**src/rtl/cpu_pkg.sv**
```systemverilog
// Shared definitions for the 16-bit pipelined CPU: datapath widths and
// the memory-access stage state encoding.
package cpu_pkg;

  localparam int DATA_W      = 16;
  localparam int ADDR_W      = 12;
  localparam int REG_W       = 4;
  localparam int MEM_TIMEOUT = 16;

  typedef enum logic {
    IDLE,
    WAIT
  } mem_state_t;

endpackage

```
**src/rtl/mem_timeout_counter.sv**
```systemverilog
// Counts cycles spent waiting on data memory; terminal is high on the last
// permitted wait cycle (count == TIMEOUT-1).
module mem_timeout_counter #(
  parameter int TIMEOUT = 16
) (
  input  logic clk,
  input  logic rst,
  input  logic clear,
  input  logic enable,
  output logic terminal
);

  localparam int CNT_W = (TIMEOUT > 1) ? $clog2(TIMEOUT) : 1;
  localparam logic [CNT_W-1:0] LAST = CNT_W'(TIMEOUT - 1);

  logic [CNT_W-1:0] count;

  // NOTE: clear has priority over enable so a completing access never
  // carries a stale count into the next one.
  always_ff @(posedge clk or negedge rst) begin
    if (!rst) begin
      count <= '0;
    end else if (clear) begin
      count <= '0;
    end else if (enable) begin
      count <= count + 1'b1;
    end
  end

  assign terminal = (count == LAST);

endmodule

```
**src/rtl/memory_access_stage.sv**
```systemverilog
// MEM stage: runs the load/store handshake with data memory, stalls the
// front of the pipe while an access is outstanding, and registers MEM/WB.
module memory_access_stage #(
  parameter int DATA_W  = cpu_pkg::DATA_W,
  parameter int ADDR_W  = cpu_pkg::ADDR_W,
  parameter int REG_W   = cpu_pkg::REG_W,
  parameter int TIMEOUT = cpu_pkg::MEM_TIMEOUT
) (
  input  logic              clk,
  input  logic              rst,
  input  logic              valid_in,
  input  logic              wbs_in,
  input  logic              mem_rd_in,
  input  logic              mem_wr_in,
  input  logic [DATA_W-1:0] alu_result_in,
  input  logic [DATA_W-1:0] store_data_in,
  input  logic [REG_W-1:0]  rd_in,
  output logic              stall_out,
  output logic              mem_req,
  output logic              mem_we,
  output logic [ADDR_W-1:0] mem_addr,
  output logic [DATA_W-1:0] mem_wdata,
  input  logic [DATA_W-1:0] mem_rdata,
  input  logic              mem_ready,
  output logic              valid_out,
  output logic              wbs_out,
  output logic [DATA_W-1:0] wb_data_out,
  output logic [REG_W-1:0]  rd_out,
  output logic              err_out
);

  import cpu_pkg::*;

  mem_state_t       state;
  logic             lat_wbs;
  logic             lat_load;
  logic [REG_W-1:0] lat_rd;
  logic             mem_op;
  logic             in_wait;
  logic             timed_out;

  assign mem_op  = mem_rd_in | mem_wr_in;
  assign in_wait = (state == WAIT);
  // Derived from state so that reset removes the request asynchronously.
  assign mem_req = in_wait;

  // NOTE: stall is combinational so it drops in the very cycle mem_ready
  // arrives, letting EX/MEM advance on that same edge without a bubble.
  assign stall_out = in_wait ? (~mem_ready & ~timed_out) : (valid_in & mem_op);

  mem_timeout_counter #(
    .TIMEOUT (TIMEOUT)
  ) u_timeout (
    .clk      (clk),
    .rst      (rst),
    .clear    (~in_wait | mem_ready | timed_out),
    .enable   (in_wait),
    .terminal (timed_out)
  );

  always_ff @(posedge clk or negedge rst) begin
    if (!rst) begin
      state       <= IDLE;
      valid_out   <= 1'b0;
      wbs_out     <= 1'b0;
      wb_data_out <= '0;
      rd_out      <= '0;
      err_out     <= 1'b0;
      mem_we      <= 1'b0;
      mem_addr    <= '0;
      mem_wdata   <= '0;
      lat_wbs     <= 1'b0;
      lat_load    <= 1'b0;
      lat_rd      <= '0;
    end else begin
      case (state)
        IDLE: begin
          if (valid_in && mem_op) begin
            // Request fields stay frozen for the whole WAIT.
            mem_addr  <= alu_result_in[ADDR_W-1:0];
            mem_wdata <= store_data_in;
            mem_we    <= mem_wr_in;
            lat_wbs   <= wbs_in;
            lat_rd    <= rd_in;
            lat_load  <= ~mem_wr_in;
            valid_out <= 1'b0;
            wbs_out   <= 1'b0;
            state     <= WAIT;
          end else begin
            valid_out <= valid_in;
            wbs_out   <= valid_in & wbs_in;
            if (valid_in) begin
              wb_data_out <= alu_result_in;
              rd_out      <= rd_in;
            end
          end
        end
        WAIT: begin
          if (mem_ready) begin
            valid_out   <= 1'b1;
            wbs_out     <= lat_wbs;
            wb_data_out <= lat_load ? mem_rdata : DATA_W'(mem_addr);
            rd_out      <= lat_rd;
            state       <= IDLE;
          end else if (timed_out) begin
            valid_out   <= 1'b1;
            wbs_out     <= 1'b0;
            wb_data_out <= '0;
            rd_out      <= lat_rd;
            err_out     <= 1'b1;
            state       <= IDLE;
          end
        end
        default: state <= IDLE;
      endcase
    end
  end

endmodule
```
**config.mk**
```make
export PLATFORM = sky130hd
export DESIGN_NAME = memory_access_stage
export DESIGN_NICKNAME = d
export VERILOG_FILES = /design/src/rtl/cpu_pkg.sv /design/src/rtl/mem_timeout_counter.sv /design/src/rtl/memory_access_stage.sv
export SDC_FILE = /design/constraint.sdc
export NUM_CORES = 1
export LEC_CHECK = 0
export ABC_AREA = 1
export CAP_MARGIN = 15
export CORE_UTILIZATION = 47
export DETAILED_ROUTE_END_ITERATION = 6
export PLACE_DENSITY_LB_ADDON = 0.08
export SYNTH_ARGS = -nofsm -noshare
export SYNTH_HDL_FRONTEND = slang
export SYNTH_SLANG_ARGS = --single-unit
```
**constraint.sdc**
```tcl
create_clock -name clk -period 2.3 [get_ports clk]
set_input_delay 0.69 -clock clk [delete_from_list [all_inputs] [get_ports clk]]
set_output_delay 0.69 -clock clk [all_outputs]
set_load 0.02 [all_outputs]
```
==> Yosys cells after proc, flatten, opt, wreduce, memory -nomap -nowiden <==
Index checks and enable logic that the tools add are counted.
{ "totals": {"register_bits": 63, "inputBits": 59, "output_inout_bits": 54, "wordCells": 59} }
{ "op_classes": {"addsub": 1, "n_eq_ne": 4, "mux": 26, "bitwise": 10, "reduce_logical": 5} }
{ "op_table": {"columns": ["cell", "count"], "rows": [
  ["$mux W16", 5],
  ["$pmux W16 S2", 1],
  ["$mux W4", 6],
  ["$mux W1", 10],
  ["$pmux W4 S2", 1],
  ["$pmux W1 S2", 3],
  ["$reduce_and A3 Y1", 2],
  ["$add A4 B1 Y4 const B", 1],
  ["$eq A4 B4 Y1 const B", 1],
  ["$ne A2 B2 Y1 const B", 2],
  ["$not A1 Y1", 4],
  ["$and A1 B1 Y1", 3],
  ["$ne A3 B2 Y1 const B", 1],
  ["$or A1 B1 Y1", 3],
  ["$reduce_and A2 Y1", 1],
  ["$reduce_bool A2 Y1", 1],
  ["$logic_and A1 B1 Y1", 1]
]} }

==> Logic depth before layout (Yosys ltp) <==
{ "depth": {"word_depth": 4, "mapped_depth": 8, "mapped_depth_nobuf": 7} }

==> By module <==
From an unflattened synthesis, not the netlist that was laid out.
{ "hier_totals": {"hier_cells": 381, "hier_area_um2": 3012.9} }
{ "by_module_without_submodules": {"columns": ["mod", "n_inst", "cells_each", "area_per_inst_um2", "seq_area_each_um2"], "rows": [
  ["memory_access_stage", 1, 355, 2801.4, 1476.4],
  ["mem_timeout_counter", 1, 26, 211.5, 100.1]
]} }

==> Worst setup path after synthesis <==
OpenSTA, ideal clock, no wires.
{ "synth_timing": {"kind": "in2out", "from": "input valid_in", "to": "output stall_out", "arrival_time_ns": 1.420, "path_slack_ns": 0.190, "cell_stages": 6, "path_cell_list": "inv_1 > nor2_1 > o21ai_1 > buf_2 > buf_6 > nand2_1"} }
{ "synth_between": {"elab_chain_len": 2} }
{ "synth_rtl": {"columns": ["item", "line_no", "text"], "rows": [
  ["start, declared", "memory_access_stage.sv:11", "input logic valid_in,"],
  ["$and A1 B1 Y1", "memory_access_stage.sv:49", "assign stall_out = in_wait ? (~mem_ready & ~timed_out) : (valid_in & mem_op);"],
  ["$mux W1", "memory_access_stage.sv:49", null],
  ["end, declared", "memory_access_stage.sv:18", "output logic stall_out,"]
]} }
Every way passes these cells.

==> Worst setup path in the final report <==
{ "layout_timing": {"from": "input mem_ready", "to": "output stall_out"} }
{ "layout_between": {"elab_chain_len": 3} }
{ "layout_rtl": {"columns": ["item", "line_no", "text"], "rows": [
  ["start, declared", "memory_access_stage.sv:24", "input logic mem_ready,"],
  ["$not A1 Y1 (no line)", null, null],
  ["$and A1 B1 Y1", "memory_access_stage.sv:49", null],
  ["$mux W1", "memory_access_stage.sv:49", null]
]} }
Every way passes these cells.

==> Implementation_results.wiki <==
{| class="wikitable"
! Metric !! Value
|-
| Status || finished clean
|-
| Initial cell density of the core || 0.4868
|-
| Final worst path period share || 0.9827
|-
| Type of the worst setup path || in -> out
|-
| Max-slew headroom at the worst pin || 0.6962
|-
| Total congestion overflow || 0
|-
| Maximum number of pins on one net before global-route repair || 41
|-
| Port-buffer cells || 112
|-
| Cts bufs inserted || 9
|-
| Worst hold path class || in -> async
|-
| Post-synthesis async set-or-reset flop share || 1.000
|-
| Crit path DAT || 1570 ps
|-
| Cell row count || 28
|-
| Fraction of layout instances using a drive strength above 1 || 0.07143
|-
| Ranking of synthesized cells by instance count || sky130_fd_sc_hd__nand2_1 (190), sky130_fd_sc_hd__dfrtp_1 (63), sky130_fd_sc_hd__inv_1 (34)
|-
| Cells taking the most area after synthesis || sky130_fd_sc_hd__dfrtp_1 (55%), sky130_fd_sc_hd__nand2_1 (25%), sky130_fd_sc_hd__inv_1 (4.5%), sky130_fd_sc_hd__o21ai_0 (4.2%), sky130_fd_sc_hd__nand3_1 (2.8%)
|-
| Highest clock frequency the design can meet || 442.4 MHz
|-
| Half-perimeter wire length of the detailed placement result || 4973 um
|-
| Dominant synthesized flop cell || sky130_fd_sc_hd__dfrtp_1
|-
| Fin. max-slew vios || 0
|-
| Clock sinks || 63
|-
| Worst ir drop on vdd || 0.7881 mV
|-
| TritonCTS clock tree || built
|-
| Final wirelength || 7146 um
|-
| Number of vias per cell after detailed routing || 4.752
|-
| Wire per inst || 12.65 um
|-
| Count of state elements after synthesis || 63
|-
| Number of maximum-capacitance constraint violations || 0
|-
| Maximum clock skew at final layout || 4.883 ps
|-
| Summed instance area of the synthesized netlist || 0.002865 sq mm
|-
| Net count of the mapped netlist || 425
|-
| Instance count of the mapped netlist || 365
|-
| Initial DRC count || 122
|-
| Sequential element share of the synthesized area || 0.5502
|-
| Floorplan core area || 0.005886 sq mm
|-
| Cell area power density || 880.6 mW/mm^2
|-
| Count of flip-flops with a built-in enable after synthesis || 0
|-
| Synth warn || 0
|-
| DRC violation count after routing || 0
|-
| Vias in the first global route || 2621
|-
| Worst-skew pair later-pin latency || 330 ps
|-
| Routability Congestion || 0.7786
|-
| Chip Height || 80.08 um
|-
| Num ports || 113
|-
| Clock period minus worst slack || 2260 ps
|-
| Unrepaired setup endpoints after global routing || no
|-
| Avg Synthesized Cell Area || 7.850 sq um
|-
| Fin Setup TNS || 0 ps
|-
| Area added between synthesis and finish || 49.17%
|-
| Largest fanout on the critical path || 2
|-
| Area fraction of the dominant cell type after synthesis || 0.5502
|-
| Number of inserted diodes || 0
|-
| Fin area || 0.004274 sq mm
|-
| Final cell count without fillers || 565
|-
| Static power due to leakage || 2.180 nW
|-
| Maximum clock path buffer count || 2
|-
| Register clock-pin slew on the reported worst setup and hold paths || 70 ps
|-
| Post-detailed-route count of antenna-violating nets || 0
|-
| Count of final hold-check violations || 0
|-
| Root buffer cell || sky130_fd_sc_hd__clkbuf_8
|-
| Placed cells || 547
|-
| Count of final setup violators || 0
|-
| GRT Util Overall || 0.2423
|-
| Nets || 546
|-
| Worst setup SP type || input port
|-
| Post-Place Cell Area || 0.004091 sq mm
|-
| Floorplan die width || 80.08 um
|-
| DRT Pass-1 Iters || 4
|-
| Library cells used by synthesis || 20
|-
| Clock H-tree levels || 3
|-
| Required time of the critical path || 1610 ps
|-
| Number of antenna violations at the first check in global routing || 0
|-
| Wire length of the first global-routing pass || 11630 um
|-
| Slew at the pin with the worst max-slew slack || 455.2 ps
|-
| Most frequent cell after synthesis || sky130_fd_sc_hd__nand2_1
|-
| Fill count || 467
|-
| Die outline area || 0.006413 sq mm
|-
| Total power || 3.764 mW
|-
| Vias after detailed routing || 2685
|-
| Smallest hold slack || 332.5 ps
|-
| Cell type with the highest aggregate area in the netlist || sky130_fd_sc_hd__dfrtp_1
|-
| Crit. End Element || output port
|}
==> placed cells by master (no fill, tap or decap), types with 2 or more instances in the layout <==
cell / synthesis / routed
sky130_fd_sc_hd__inv_1: 34 / 34
sky130_fd_sc_hd__clkbuf_8: 0 / 10
sky130_fd_sc_hd__buf_4: 1 / 11
sky130_fd_sc_hd__nand2_1: 190 / 190
sky130_fd_sc_hd__inv_2: 2 / 2
sky130_fd_sc_hd__buf_12: 0 / 3
sky130_fd_sc_hd__o21ai_1: 5 / 4
sky130_fd_sc_hd__dfrtp_1: 63 / 63
sky130_fd_sc_hd__nand3_1: 16 / 16
sky130_fd_sc_hd__clkbuf_1: 0 / 4
sky130_fd_sc_hd__clkdlybuf4s50_1: 0 / 109
sky130_fd_sc_hd__o21ai_0: 24 / 24
sky130_fd_sc_hd__nor2_1: 6 / 5
sky130_fd_sc_hd__nand2_4: 2 / 2
==> cells by family (layout without fill, tap and decap cells) <==
group / Yosys count / count (layout) / synth area share
xor gates and xnor gates: 2 / 2 / 0.006115
buffers and inverters: 53 / 178 / 0.08690
AOI/OAI and AO/OA: 31 / 31 / 0.05590
adders and majority gates: 1 / 1 / 0.004366
DFF: 63 / 63 / 0.5502
and+or+nand+nor: 215 / 215 / 0.2965
==> worst paths after layout <==
path | from | endpoint | slack, ps | depth (start not counted)
max | mem_ready | stall_out | 40 | 5
min | rst | wb_data_out[12]$_DFFE_PN0P_ | 330 | 2
max reg2reg | u_timeout.count[0]$_DFFE_PN0P_ | wb_data_out[5]$_DFFE_PN0P_ | 660 | 8
min reg2reg | u_timeout.count[0]$_DFFE_PN0P_ | u_timeout.count[0]$_DFFE_PN0P_ | 460 | 1
max in group asynchronous | rst | mem_wdata[5]$_DFFE_PN0P_ | 1740 | 2
min in group clk | u_timeout.count[0]$_DFFE_PN0P_ | u_timeout.count[0]$_DFFE_PN0P_ | 460 | 1
==> repair_timing <==
| item | CTS | global route |
|---|---|---|
| pin swaps | 2 | 1 |
| setup buffers | 2 | 1 |
| setup endpoints to repair | 1 | 1 |
| hold buffers | 0 | 0 |
| gates resized for setup | 8 | 0 |
==> registers in the layout (all words and copies together), names as in the netlist <==
signal           flops
wbs_out              1
valid_out            1
rd_out               4
mem_we               1
mem_wdata           16
mem_req              1
err_out              1
wb_data_out         16
lat_load             1
lat_rd               4
lat_wbs              1
mem_addr            12
u_timeout.count      4
==> power by group <==
group,internal (mW),total (mW),switching [mW],leakage (nW)
combinational,0.671,1.46,0.787,1.31
sequential,1.36,1.50,0.138,0.786
clock,0.415,0.806,0.391,0.0805
total,2.45,3.76,1.32,2.18
==> per-layer routing <==
layer,track usage,part of all wire,vias up
met1,0.2834,0.42,1244
met3,0.06136,0.072,13
met2,0.4205,0.49,88
met4,0.1036,0.021,0
met5,0,0,-
li1,-,-,1340
==> final cells by class <==
class,count,area [sq um],share of cell area
Clock buffer,14,152.6,0.03571
Timing Repair Buffer,126,1259,0.2945
Clock inverter,1,5.005,0.001171
Sequential cell,63,1577,0.3689
Multi-Input combinational cell,249,1046,0.2447
Tap cell,75,93.84,0.02196
Inverter,37,141.4,0.03308
==> per-stage QoR <==
| step | utilization | worst slack [ps] |
|---|---|---|
| floorplan | - | 190.0 |
| global placement | 0.6952 | -475.7 |
| detailed placement | 0.6952 | -511.4 |
| CTS | 0.7249 | 28.56 |
| global route | 0.7262 | 3.422 |
| finish | 0.7262 | 39.83 |
==> worst max-delay path: stages <==
cell                              delay (ps)
sky130_fd_sc_hd__clkdlybuf4s50_1         450
sky130_fd_sc_hd__nor2_4                  130
sky130_fd_sc_hd__nand2_4                  60
sky130_fd_sc_hd__nand2_1                 110
sky130_fd_sc_hd__buf_6                   130
No activity file was read; power rests on OpenSTA's default activity.
